### src/rtl/apb_master_bridge.sv
// APB initiator: turns one valid/ready command at a time into an APB SETUP/ACCESS transfer
// and returns one response (read data plus status) per command, with a wait-state timeout.
module apb_master_bridge #(
    parameter int unsigned ADDR_W  = 32,
    parameter int unsigned DATA_W  = 32,
    parameter int unsigned NSEL    = 2,
    parameter int unsigned TIMEOUT = 255
) (
    input  logic              clk,
    input  logic              rst_n,
    input  logic              cmd_valid,
    output logic              cmd_ready,
    input  logic              cmd_write,
    input  logic [ADDR_W-1:0] cmd_addr,
    input  logic [DATA_W-1:0] cmd_wdata,
    input  logic [NSEL-1:0]   cmd_sel,
    output logic              rsp_valid,
    input  logic              rsp_ready,
    output logic [DATA_W-1:0] rsp_rdata,
    output logic [1:0]        rsp_code,
    output logic [ADDR_W-1:0] pAdd,
    output logic [DATA_W-1:0] pwData,
    output logic [NSEL-1:0]   psel,
    output logic              pen,
    output logic              pwr,
    input  logic [DATA_W-1:0] prdata,
    input  logic              pready
);

    localparam int unsigned CNT_W = (TIMEOUT == 0) ? 1 : $clog2(TIMEOUT + 1);

    localparam logic [1:0] CodeOk      = 2'b00;
    localparam logic [1:0] CodeTimeout = 2'b01;
    localparam logic [1:0] CodeBadSel  = 2'b10;

    typedef enum logic [1:0] {StIdle, StSetup, StAccess, StResp} state_e;

    state_e           state;
    logic [CNT_W-1:0] wait_cnt;
    logic             sel_onehot;
    logic             timeout_hit;

    always_comb begin
        sel_onehot  = (cmd_sel != '0) && ((cmd_sel & (cmd_sel - NSEL'(1))) == '0);
        timeout_hit = (TIMEOUT != 0) && (wait_cnt == CNT_W'(TIMEOUT));
    end

    always_ff @(posedge clk) begin
        if (!rst_n) begin
            state     <= StIdle;
            cmd_ready <= 1'b0;
            rsp_valid <= 1'b0;
            rsp_rdata <= '0;
            rsp_code  <= CodeOk;
            pAdd      <= '0;
            pwData    <= '0;
            psel      <= '0;
            pen       <= 1'b0;
            pwr       <= 1'b0;
            wait_cnt  <= '0;
        end else begin
            unique case (state)
                StIdle: begin
                    cmd_ready <= 1'b1;
                    if (cmd_valid && cmd_ready) begin
                        cmd_ready <= 1'b0;
                        if (!sel_onehot) begin
                            // Bad select never touches the bus.
                            state     <= StResp;
                            rsp_valid <= 1'b1;
                            rsp_rdata <= '0;
                            rsp_code  <= CodeBadSel;
                        end else begin
                            state    <= StSetup;
                            psel     <= cmd_sel;
                            pwr      <= cmd_write;
                            pAdd     <= cmd_addr;
                            wait_cnt <= '0;
                            if (cmd_write) begin
                                pwData <= cmd_wdata;
                            end
                        end
                    end
                end
                StSetup: begin
                    state <= StAccess;
                    pen   <= 1'b1;
                end
                StAccess: begin
                    if (pready || timeout_hit) begin
                        state     <= StResp;
                        rsp_valid <= 1'b1;
                        rsp_code  <= pready ? CodeOk : CodeTimeout;
                        rsp_rdata <= (pready && !pwr) ? prdata : '0;
                        psel      <= '0;
                        pen       <= 1'b0;
                        pwr       <= 1'b0;
                    end else if (wait_cnt != '1) begin
                        wait_cnt <= wait_cnt + CNT_W'(1);
                    end
                end
                StResp: begin
                    if (rsp_ready) begin
                        state     <= StIdle;
                        rsp_valid <= 1'b0;
                        cmd_ready <= 1'b1;
                    end
                end
                default: state <= StIdle;
            endcase
        end
    end

endmodule

### config.mk
export PLATFORM = sky130hd
export DESIGN_NAME = apb_master_bridge
export DESIGN_NICKNAME = d
export VERILOG_FILES = /design/src/rtl/apb_master_bridge.sv
export SDC_FILE = /design/constraint.sdc
export NUM_CORES = 1
export LEC_CHECK = 0
export CORE_MARGIN = 4
export CORE_UTILIZATION = 41
export CTS_CLUSTER_SIZE = 30
export DETAILED_ROUTE_END_ITERATION = 8
export GPL_TIMING_DRIVEN = 1
export MAX_ROUTING_LAYER = met4
export PLACE_DENSITY = 0.8
export REMOVE_ABC_BUFFERS = 1
export SETUP_SLACK_MARGIN = 0.4
export SYNTH_ARGS = -nofsm -noshare
export SYNTH_HDL_FRONTEND = slang
export SYNTH_SLANG_ARGS = --single-unit
### constraint.sdc
create_clock -name clk -period 1.95 [get_ports clk]
set_input_delay 0.195 -clock clk [delete_from_list [all_inputs] [get_ports clk]]
set_output_delay 0.195 -clock clk [all_outputs]
set_load 0.05 [all_outputs]
* Yosys cells after proc, flatten, opt, wreduce, memory -nomap -nowiden *
Index checks and enable logic that the tools add are counted.

storage, ports and cells
  bits in registers = 114
  logic and storage cells = 84
  input port bits = 104
  output and inout port bits = 104

operators by class
  reduce and logical (&&, ||, !) cells = 21
  add/subtract/negate cells = 2
  bitwise gates (word level) = 1
  muxes and demuxes = 37
  eq/ne operators = 12

operators by type and width
  kind                                           count
  2-to-1 mux 32 bit                              4
  case mux 32 bit (2 select lines)               1
  2-to-1 mux 8 bit                               4
  2-to-1 mux 2 bit                               10
  case mux 8 bit (2 select lines)                1
  inequality test 2 bit (second input constant)  7
  AND reduction 4 bit                            3
  2-to-1 mux 1 bit                               10
  AND reduction 5 bit                            2
  adder 8 x 1 -> 8 bit (second input constant)   1
  equality test 8 bit (second input constant)    1
  inequality test 8 bit (second input constant)  1
  case mux 2 bit (2 select lines)                2
  case mux 2 bit (4 select lines)                1
  nonzero test 2 bit                             4
  case mux 1 bit (2 select lines)                3
  AND reduction 3 bit                            2
  equality test 2 bit (second input constant)    2
  zero test 2 bit                                2
  AND reduction 2 bit                            2
  logical AND 1 bit                              3
  case mux 1 bit (3 select lines)                1
  nonzero test 3 bit                             1
  bitwise AND 2 bit                              1
  4 further kinds                                4

* Depth between registers and ports, before layout *
  depth after elaboration = 7
  depth in mapped cells = 9
  mapped depth without buffers = 6

* Worst setup path after synthesis *
Ideal clock, no wire load.

  path type = register to register
  start point = register cmd_ready
  end point = register wait_cnt[5]
  clock period less this slack = 1755 ps
  setup time = 75 ps
  data required time = 1875 ps
  path slack = 195 ps
  data arrival time = 1680 ps
  buffers on the path = 0
  stages on the path, launching flop included = 5
  path through = dfxtp_1 -> and3_1 -> a22oi_2 -> or4_1 -> o22ai_1

on the way
  word-level cells in the longest chain between the ends = 3

ends and longest elaborated chain
  item                             RTL line  text
  from (decl)                      12        output logic cmd_ready,
  from (signal assigned)           51        cmd_ready <= 1'b0;
  from (signal assigned)           64        cmd_ready <= 1'b1;
  from (signal assigned)           66        cmd_ready <= 1'b0;
  logical AND 1 bit                65        if (cmd_valid && cmd_ready) begin
  inequality test 2 bit (no line)  -
  AND reduction 5 bit (no line)    -
  to (signal assigned)             99        wait_cnt <= wait_cnt + CNT_W'(1);
  to (decl)                        39        logic [CNT_W-1:0] wait_cnt;

Every way passes these cells.
A chain may end at the register's enable or synchronous reset.

* Worst setup path in the final report *
  start point = register wait_cnt[1]
  end point = register rsp_rdata[11]

on the way
  word-level cells in the longest chain between the ends = 4

ends and longest elaborated chain
  item                             RTL line  text
  equality test 8 bit              45        timeout_hit = (TIMEOUT != 0) && (wait_cnt == CNT_W'(TIMEOUT));
  logical OR 1 bit                 90        if (pready || timeout_hit) begin
  inequality test 2 bit (no line)  -
  AND reduction 4 bit (no line)    -
  to (signal assigned)             94        rsp_rdata <= (pready && !pwr) ? prdata : '0;
  to (decl)                        19        output logic [DATA_W-1:0] rsp_rdata,

Every way passes these cells.

==> results_dict.tcl <==
set metrics [dict create \
    wl_met3_um 1580 \
    power.share.sequential_pct 28.8 \
    io-pin-count 208 \
    grt_antenna_before_repair 0 \
    nets 908 \
    synth_top_area_cell "dfxtp_1" \
    wl_met2_um 7750 \
    hold_viol 0 \
    power.share.combinational_pct 34.9 \
    required_ps 2370 \
    syn_inst 552 \
    crit_arrival_ps 2100 \
    firstDrtPassIters 5 \
    diodes 0 \
    design_area_um2 8180 \
    switching_share_pct 31.2 \
    yosysMostFrequentCell "nand2_1" \
    grt_setup_unrepaired "yes" \
    postLayoutCoreUtil_pct 75.8 \
    wl_um 16100 \
    fmax_ghz 0.594 \
    clk_latency_ps 510 \
    min_path_type "input port to flop" \
    dp_hpwl_um 10300 \
    start_util_pct 41.9 \
    layout_setup_ws_ps 268 \
    synth_cell_types 44 \
    std_cell_rows 38 \
    cts_root_buf "clkbuf_8" \
    synthTopCellsByCount "nand2_1 (206), dfxtp_1 (114), a21oi_1 (78)" \
    internal_power_w 0.00625 \
    start_kind "flop" \
    tritoncts "yes" \
    place.gp.congestion 0.897 \
    wl_per_cell_um 16.9 \
    power.density_nw_per_um2 1110 \
    clk_pin_slew_ps 60 \
    power.leakage_nw 3.12 \
    worstPathMaxFanout 8 \
    vias 4936 \
    die_h_um 113 \
    syn-cell-area_um2 4520 \
    clkPwrFrac_pct 36.3 \
    synth-main-ff-cell "dfxtp_1" \
    yosysTopAreaCellShare_pct 50.5 \
    ir_drop_mv 0.775 \
    cts_max_path_buffers 2 \
    p_sw_w 0.00284 \
    numCtsBuffers 17 \
    critPathKind "flop to flop" \
    clock_sinks 114 \
    seq_area_frac_synth_pct 50.5 \
    cts_hold_buf 0 \
    vias_per_cell 5.18 \
    slew_viol_final 0 \
    status "finished, final reports clean" \
    yosys-top-cells-area "dfxtp_1 (51%), nand2_1 (17%), a21oi_1 (8.6%)" \
    grt_pass1_vias 4988 \
    dieArea_um2 12800 \
    pre_cts_slack_ps -305 \
    ys_async_sr_fraction_pct 0 \
    drc 0 \
    htree_levels 4 \
    yosys_warnings 0 \
    grt_usage_pct 24.6 \
    drtIter0Drc 389 \
    holdWs_ps 119 \
    grt_max_degree 40 \
    worst_pin_slew_ps 433 \
    final-setup-viol-count 0 \
    finalCriticalPeriod_ps 1680 \
    m1WireLength_um 6400 \
    ys_ff_latch 114 \
    drv_cap 0 \
    grt_overflow_total 0 \
    syn_area_per_cell_um2 8.18 \
    endpoint_kind "flop" \
    fin_worst_skew_ps 7.58 \
    maxSlewHeadroom_pct 70.9 \
    placed_cell_area_um2 6850 \
    period_share_pct 86.3 \
    die_x_um 113 \
    drive_gt1_share_pct 29.7 \
    io_buffers 207 \
    top_layer_used "met4" \
    coreArea_um2 10800 \
    synth_edf_count 0 \
    areaGrowthSynthToFinish_pct 81.1 \
    grt_pass1_wl_um 24400 \
    antenna_left 0 \
]
-- critical path, cell delays in order (launching register included) --
cell and delay (ps):
dfxtp_4 350, ha_4 160, and4_4 190, a21o_1 210
o211ai_4 170, buf_6 160, buf_12 130, mux2i_1 230
-- stage by stage --
stage          power, W  instances  TNS (ps)
5_1_grt         0.00944        952         0
4_1_cts         0.00895        944         0
3_5_place_dp    0.00506        885     -8620
6_report        0.00908        952         0
3_3_place_gp    0.00501        885     -6850
2_1_floorplan   0.00408        516    -24480
-- registers in the layout, summed over array words and instances (netlist names) --
| name | flops |
|---|---|
| rsp_code | 2 |
| psel | 2 |
| cmd_ready | 1 |
| pen | 1 |
| rsp_rdata | 32 |
| rsp_valid | 1 |
| pwData | 32 |
| pwr | 1 |
| state | 2 |
| pAdd | 32 |
| wait_cnt | 8 |
-- power groups by stage --
stage	sequential, W	clock (W)	combinational [W]
global placement	0.00264	0	0.00238
floorplan	0.00314	0	0.000939
CTS	0.00261	0.00333	0.00300
detailed placement	0.00265	0	0.00241
finish	0.00262	0.00330	0.00317
global route	0.00263	0.00345	0.00335
-- repair_timing --
action                                  in CTS  in global routing
gates cloned                                 5                  2
resized for setup                          337                 53
setup buffers                               22                  6
pin swaps                                   15                 14
endpoints found under the setup margin     216                116
endpoints found under the hold margin        0                  0
-- cell families (layout without fill, tap and decap cells) --
group / Yosys count / count (layout) / share of synthesized area (%)
compound gates: 113 / 113 / 14.1
xor+xnor: 2 / 2 / 0.554
fa+ha+maj: 5 / 5 / 1.39
buf+inv: 44 / 303 / 4.32
flops: 114 / 114 / 50.5
mux: 32 / 32 / 7.09
simple gates: 242 / 243 / 22.0
-- cells in the final DEF, fill, tap and decap left out, types with 3 or more instances in the layout --
cell type / Yosys / final
o21ai_0: 12 / 9
nand2_4: 0 / 6
bufinv_16: 0 / 4
dfxtp_1: 114 / 107
nor2_1: 4 / 3
nand3_1: 6 / 6
ha_4: 0 / 3
buf_6: 3 / 9
nor3_1: 5 / 4
clkbuf_2: 0 / 16
a31oi_1: 5 / 5
clkinvlp_4: 0 / 4
clkbuf_16: 0 / 18
clkdlybuf4s50_1: 0 / 102
buf_12: 0 / 9
inv_1: 8 / 3
nand2_2: 0 / 10
buf_16: 0 / 4
inv_2: 0 / 3
a21oi_1: 78 / 75
clkdlybuf4s15_2: 0 / 86
dfxtp_2: 0 / 5
nand2_1: 206 / 190
buf_4: 0 / 33
clkbuf_8: 0 / 6
mux2i_1: 32 / 32
-- metal layers --
layer  track usage (%)  up-vias
met4              9.54        0
met1              27.3     2279
li1                  -     2344
met2              40.4      276
met5                 -        -
met3              9.04       37
-- cell type report --
type	count	area, µm²
clock inverter	8	148
sequential	114	2300
tap	140	175
inverter	8	36.3
clock buffer	24	490
multi-input combinational	395	2260
timing repair buffer	263	2780
fill	683	2610
-- path summary, 6_finish.rpt --
kind                    start       endpoint  slack (ps)  depth (start not counted)
hold reg to reg     pwData[5]      pwData[5]         450                          2
setup reg to reg  wait_cnt[1]  rsp_rdata[11]         270                          7
setup / recovery  wait_cnt[1]  rsp_rdata[11]         270                          7
hold / removal     cmd_sel[0]        psel[0]         120                          3
(Power assumes the default switching activity.)
